**config.mk**
```make
export PLATFORM = sky130hd
export DESIGN_NAME = alu_control_mdu
export DESIGN_NICKNAME = d
export VERILOG_FILES = /design/src/rtl/alu_control_mdu.sv
export SDC_FILE = /design/constraint.sdc
export NUM_CORES = 1
export LEC_CHECK = 0
export ABC_CLOCK_PERIOD_IN_PS = 3500
export CAP_MARGIN = 20
export CORE_MARGIN = 3
export CORE_UTILIZATION = 50
export CTS_CLUSTER_SIZE = 10
export DETAILED_ROUTE_END_ITERATION = 8
export PLACE_DENSITY = 0.73
export SLEW_MARGIN = 20
export SYNTH_ARGS = -nofsm -noshare
export SYNTH_HDL_FRONTEND = slang
export SYNTH_SLANG_ARGS = --single-unit
export TNS_END_PERCENT = 100
```
**constraint.sdc**
```tcl
create_clock -name CLK -period 3.5 [get_ports CLK]
set_input_delay 1.05 -clock CLK [delete_from_list [all_inputs] [get_ports CLK]]
set_output_delay 1.05 -clock CLK [all_outputs]
set_load 0.01 [all_outputs]
```
**src/rtl/alu_control_mdu.sv**
```systemverilog
// Execute-stage control: ALU opcode decode plus an iterative
// shift-add / restoring-divide M-extension unit with pipeline stall.
module alu_control_mdu #(
  parameter int XLEN  = 32,
  parameter bit M_EXT = 1'b1
) (
  input  logic            CLK,
  input  logic            RESET,
  input  logic            valid_in,
  input  logic            flush,
  input  logic [3:0]      ALUOp,
  input  logic [3:0]      bits,
  input  logic            mext,
  input  logic [XLEN-1:0] opA,
  input  logic [XLEN-1:0] opB,
  output logic [3:0]      salida_ALUcontrol,
  output logic            stall,
  output logic            mdu_valid,
  output logic [XLEN-1:0] mdu_result
);

  localparam int CW = $clog2(XLEN);
  localparam logic [CW-1:0] CNT_LAST = CW'(XLEN - 1);
  localparam logic [XLEN-1:0] MINV = {1'b1, {(XLEN-1){1'b0}}};
  localparam logic [XLEN-1:0] ONES = {XLEN{1'b1}};
  localparam logic [XLEN-1:0] ZERO = {XLEN{1'b0}};

  always_comb begin
    salida_ALUcontrol = 4'b0000;
    unique case (ALUOp)
      4'b0000: begin
        if (!mext) begin
          case (bits)
            4'b1000: salida_ALUcontrol = 4'b0111;
            4'b0001: salida_ALUcontrol = 4'b1000;
            4'b0010: salida_ALUcontrol = 4'b0100;
            4'b0011: salida_ALUcontrol = 4'b1101;
            4'b0100: salida_ALUcontrol = 4'b1001;
            4'b0101: salida_ALUcontrol = 4'b1010;
            4'b1101: salida_ALUcontrol = 4'b1110;
            4'b0110: salida_ALUcontrol = 4'b0001;
            4'b0111: salida_ALUcontrol = 4'b0010;
            default: salida_ALUcontrol = 4'b0000;
          endcase
        end
      end
      4'b1100: begin
        case (bits[2:0])
          3'b001:  salida_ALUcontrol = 4'b1000;
          3'b010:  salida_ALUcontrol = 4'b0100;
          3'b011:  salida_ALUcontrol = 4'b1101;
          3'b100:  salida_ALUcontrol = 4'b1001;
          3'b101:  salida_ALUcontrol = bits[3] ? 4'b1110 : 4'b1010;
          3'b110:  salida_ALUcontrol = 4'b0001;
          3'b111:  salida_ALUcontrol = 4'b0010;
          default: salida_ALUcontrol = 4'b0000;
        endcase
      end
      4'b1111: begin
        if (bits[2:0] == 3'b000) salida_ALUcontrol = 4'b1111;
        else if (bits[2:0] == 3'b001) salida_ALUcontrol = 4'b0011;
      end
      default: salida_ALUcontrol = 4'b0000;
    endcase
  end

  typedef enum logic [1:0] {S_IDLE, S_CALC, S_DONE} state_t;

  state_t            r_state;
  logic [CW-1:0]     r_cnt;
  logic [2:0]        r_op;
  logic              r_neg_q;
  logic              r_neg_r;
  logic [XLEN-1:0]   r_opnd;
  logic [2*XLEN-1:0] r_acc;
  logic [XLEN-1:0]   r_res;

  logic [2:0]        w_op;
  logic              w_start, w_sa, w_sb, w_na, w_nb, w_dz, w_ovf;
  logic [XLEN-1:0]   w_ma, w_mb;
  logic [XLEN:0]     w_add, w_rsh, w_diff;
  logic [2*XLEN-1:0] w_mul_nxt, w_div_nxt, w_prod;
  logic [XLEN-1:0]   w_q, w_r, w_res;

  assign w_op    = bits[2:0];
  assign w_start = M_EXT && valid_in && mext && (ALUOp == 4'b0000)
                   && (r_state == S_IDLE) && !flush;

  // Signed operands: MULH/MULHSU/DIV/REM for A, MULH/DIV/REM for B.
  assign w_sa = w_op[2] ? ~w_op[0] : (w_op[1] ^ w_op[0]);
  assign w_sb = (w_op == 3'b001) || (w_op[2] && !w_op[0]);
  assign w_na = w_sa && opA[XLEN-1];
  assign w_nb = w_sb && opB[XLEN-1];
  assign w_ma = w_na ? -opA : opA;
  assign w_mb = w_nb ? -opB : opB;
  assign w_dz = w_op[2] && (opB == ZERO);
  assign w_ovf = w_op[2] && !w_op[0] && (opA == MINV) && (opB == ONES);

  assign w_add = {1'b0, r_acc[2*XLEN-1:XLEN]}
               + (r_acc[0] ? {1'b0, r_opnd} : {(XLEN+1){1'b0}});
  assign w_mul_nxt = {w_add, r_acc[XLEN-1:1]};

  assign w_rsh  = {r_acc[2*XLEN-1:XLEN], r_acc[XLEN-1]};
  assign w_diff = w_rsh - {1'b0, r_opnd};
  assign w_div_nxt = w_diff[XLEN]
    ? {w_rsh[XLEN-1:0], r_acc[XLEN-2:0], 1'b0}
    : {w_diff[XLEN-1:0], r_acc[XLEN-2:0], 1'b1};

  assign w_prod = r_neg_q ? -r_acc : r_acc;
  assign w_q = r_neg_q ? -r_acc[XLEN-1:0] : r_acc[XLEN-1:0];
  assign w_r = r_neg_r ? -r_acc[2*XLEN-1:XLEN] : r_acc[2*XLEN-1:XLEN];
  assign w_res = r_op[2] ? (r_op[1] ? w_r : w_q)
               : ((r_op[1:0] == 2'b00) ? w_prod[XLEN-1:0]
                                       : w_prod[2*XLEN-1:XLEN]);

  always_ff @(posedge CLK) begin
    if (RESET) begin
      r_state <= S_IDLE;
      r_cnt   <= '0;
      r_op    <= '0;
      r_neg_q <= 1'b0;
      r_neg_r <= 1'b0;
      r_opnd  <= '0;
      r_acc   <= '0;
      r_res   <= '0;
    end else if (flush) begin
      r_state <= S_IDLE;
      r_cnt   <= '0;
    end else begin
      case (r_state)
        S_IDLE: begin
          if (w_start) begin
            r_op  <= w_op;
            r_cnt <= '0;
            // Special divides are resolved here; fix-up is a pass-through.
            if (w_dz) begin
              r_acc   <= {opA, ONES};
              r_neg_q <= 1'b0;
              r_neg_r <= 1'b0;
              r_state <= S_DONE;
            end else if (w_ovf) begin
              r_acc   <= {ZERO, opA};
              r_neg_q <= 1'b0;
              r_neg_r <= 1'b0;
              r_state <= S_DONE;
            end else begin
              r_opnd  <= w_op[2] ? w_mb : w_ma;
              r_acc   <= {ZERO, (w_op[2] ? w_ma : w_mb)};
              r_neg_q <= w_na ^ w_nb;
              r_neg_r <= w_na;
              r_state <= S_CALC;
            end
          end
        end
        S_CALC: begin
          r_acc <= r_op[2] ? w_div_nxt : w_mul_nxt;
          if (r_cnt == CNT_LAST) begin
            r_cnt   <= '0;
            r_state <= S_DONE;
          end else begin
            r_cnt <= r_cnt + 1'b1;
          end
        end
        S_DONE: begin
          r_res   <= w_res;
          r_state <= S_IDLE;
        end
        default: r_state <= S_IDLE;
      endcase
    end
  end

  assign stall      = w_start || (r_state == S_CALC);
  assign mdu_valid  = (r_state == S_DONE) && !flush;
  assign mdu_result = mdu_valid ? w_res : r_res;

endmodule

```
==> flow_summary.ini <==
[grt]
grt_pass1_wl_um = 102000
grt_max_degree = 65
grt_usage_pct = 39.6
antenna_found_initial = 0
grt.overflow.total = 0
grt_pass1_vias = 18010

[setup_path]
worstPathMaxFanout = 4
critical_path_arrival_ns = 3.16
worstPathRequired_ns = 2.45
critPathKind = flop to output pin
start_kind = flop
end_kind = output pin

[min_path]
hold_path_class = flop to flop

[sta]
slew-limit-headroom_pct = 46.2
fmax_mhz = 237
setup_viol_count_final = 51
hold_viol = 0
tns_ns = -18.37
finalClockSkew_ns = 0.0143
setup_ws_ns = -0.713
min_period_ns = 4.21
holdWs_ns = 0.457
drv_slew = 0
rsz0062_at_grt = yes
worstMarginPinSlew_ns = 0.804
fin_crit_sh_pct = 120

[cts]
cts-root-buf = clkbuf_16
clock_sinks = 140
hold_buffers = 0
cts_tree = done
numCtsBuffers = 17
path_clk_slew_ns = 0.07
clk_latency_ns = 0.45
htreeDepth = 4
clk_path_buf_depth = 2

[die]
io-pin-count = 115
fp-row-count = 63
core_area_um2 = 29700
die_y_um = 180
die_area_um2 = 32400
die_w_um = 180
start_util_pct = 51.0

[pwr]
seq_power_share_pct = 32.0
p_int_mw = 3.34
ir_drop_mv = 0.349
powerDensity_nw_per_um2 = 226
p_clk_share_pct = 37.5
switching_share_pct = 33.2
p_sw_mw = 1.66
p_leak_nw = 9.41
power_frac_comb_pct = 30.5

[layout]
fin_nets = 2808
finalNonFillerCells = 3057
drive_gt1_share_pct = 32.7
diodes = 0
synthToLayoutAreaGrowth_pct = 46.0

[outcome]
violations = setup timing
status = finished with violations

[detailed_routing]
vias = 19104
dr.first_iter.drc_count = 2349
drc_errors = 0
firstDrtPassIters = 8
finalWirelength_um = 68600
via_per_inst = 6.25
avgRoutedWirePerCell_um = 22.4
route.antenna.remaining_nets = 0

[placement]
gp_congestion = 1.07
dp_hpwl_um = 52300
dp_cells = 2964
pre_cts_ws_ns = -0.654
port_buffers = 114

[logic_synthesis]
yosysTopAreaCellShare_pct = 18.5
yosys.area.top_type = dfxtp_1
synth_edf_count = 0
synth.area.top_cells = dfxtp_1 18%, a21oi_1 7.1%, nand2_1 6.3%
syn_area_um2 = 15200
synthArstFlopShare_pct = 0
ys_warn_count = 0
ys_ff_latch = 140
syn_avg_cell_area_um2 = 7.09
netlist_instances = 2136
ys_seq_area_share_pct = 18.5
yosysUniqueCellTypes = 96
synth-main-ff-cell = dfxtp_1
synth_nets = 2290

[run]
drv_cap = 0
-- metrics by stage --
stage / instance area, um2 / util [%] / power (mW)
after floorplan: 15200 / - / 2.21
after global placement: 19900 / 66.9 / 2.82
after detailed placement: 19900 / 66.9 / 2.83
after CTS: 21100 / 70.9 / 4.77
after global routing: 22100 / 74.5 / 5.14
final: 22100 / 74.5 / 5.01
-- state kept, by name (all words and copies together), names as in the netlist --
register and flops:
r_res 32, r_opnd 32, r_neg_r 1, r_neg_q 1, r_acc 64, r_state 2, r_op 3, r_cnt 5
-- per-layer routing --
metal / vias up / global-route usage, % / wire (um)
met5: - / 0 / 0
met4: 0 / 19.8 / 4030
met3: 218 / 6.84 / 6890
met2: 1123 / 61.5 / 30200
met1: 9000 / 53.1 / 27500
li1: 8763 / - / -
-- repair_timing --
item                                    4_1_cts  5_1_grt
setup buffers                                32       34
resized for setup                           284      185
endpoints found under the setup margin       72      113
endpoints found under the hold margin         0        0
gates cloned                                  1        1
pin swaps                                    92       89
-- path summary, 6_finish.rpt --
| check | depth (start not counted) | startpoint | end | slack, ns |
|---|---|---|---|---|
| hold / removal | 2 | r_opnd[2] | r_opnd[2] | 0.46 |
| setup reg to reg | 17 | r_acc[31] | r_acc[63] | -0.13 |
| hold reg to reg | 2 | r_opnd[2] | r_opnd[2] | 0.46 |
| setup / recovery | 11 | r_acc[20] | mdu_result[28] | -0.71 |
-- synthesized netlist by cell type, drive strengths merged, types with 20 or more instances --
cell type  number
nor3           37
a21o           28
nor2          215
a211oi         38
dfxtp         140
clkbuf        119
a21oi         218
o31ai          35
nand2         257
ha             75
o21ai         150
inv            67
nand3          54
o211ai         42
buf            36
nand4          28
mux2i          59
nor2b          35
xor2           79
nor4           20
xnor2         108
-- placed cells by master (no fill, tap or decap), drive strengths merged, types with 28 or more instances in the layout --
master | Yosys | layout
mux2i | 59 | 59
buf | 36 | 573
dfxtp | 140 | 140
a211oi | 38 | 38
nand2 | 257 | 257
o211ai | 42 | 42
nand3 | 54 | 54
o31ai | 35 | 35
nand4 | 28 | 28
a21oi | 218 | 218
xor2 | 79 | 79
ha | 75 | 75
nor3 | 37 | 37
inv | 67 | 76
clkdlybuf4s50 | 0 | 66
a21o | 28 | 28
o21ai | 150 | 150
xnor2 | 108 | 108
nor2 | 215 | 215
nor2b | 35 | 35
-- power by group through the flow --
stage          combinational (mW)  sequential [mW]  clock (mW)
5_1_grt                      1.61             1.60        1.93
6_report                     1.53             1.60        1.88
3_3_place_gp                 1.18             1.64           0
2_1_floorplan               0.574             1.64           0
3_5_place_dp                 1.19             1.64           0
4_1_cts                      1.30             1.60        1.87
-- logic make-up after synthesis --
family	count (synthesis)	share of synthesized area [%]
buffers and inverters	222	5.85
multiplexers	72	4.86
AND/OR/NAND/NOR	757	24.2
flip-flops	140	18.5
XOR/XNOR	187	10.9
adder cells (fa/ha/maj)	77	6.46
AO/OA/AOI/OAI	681	29.2
-- layout make-up --
type                            count  area, um2
Clock buffer                       17        425
Timing Repair Buffer              654       5310
Inverter                           67        256
Tap cell                          390        488
Fill cell                        2300       7590
Sequential cell                   140       2820
Clock inverter                     15        156
Multi-Input combinational cell   1774      12700
-- worst max-delay path, cell delays in order, from the launching register on --
cell      delay (ns)
dfxtp_2         0.33
or4_4           0.57
nor4_4          0.24
buf_4           0.19
nand4_1         0.12
o31a_1          0.34
xor2_2          0.20
nor2_1          0.09
a311oi_1        0.25
a21oi_1         0.09
o21ai_2         0.16
buf_2           0.15
No activity file was read; power rests on OpenSTA's default activity.
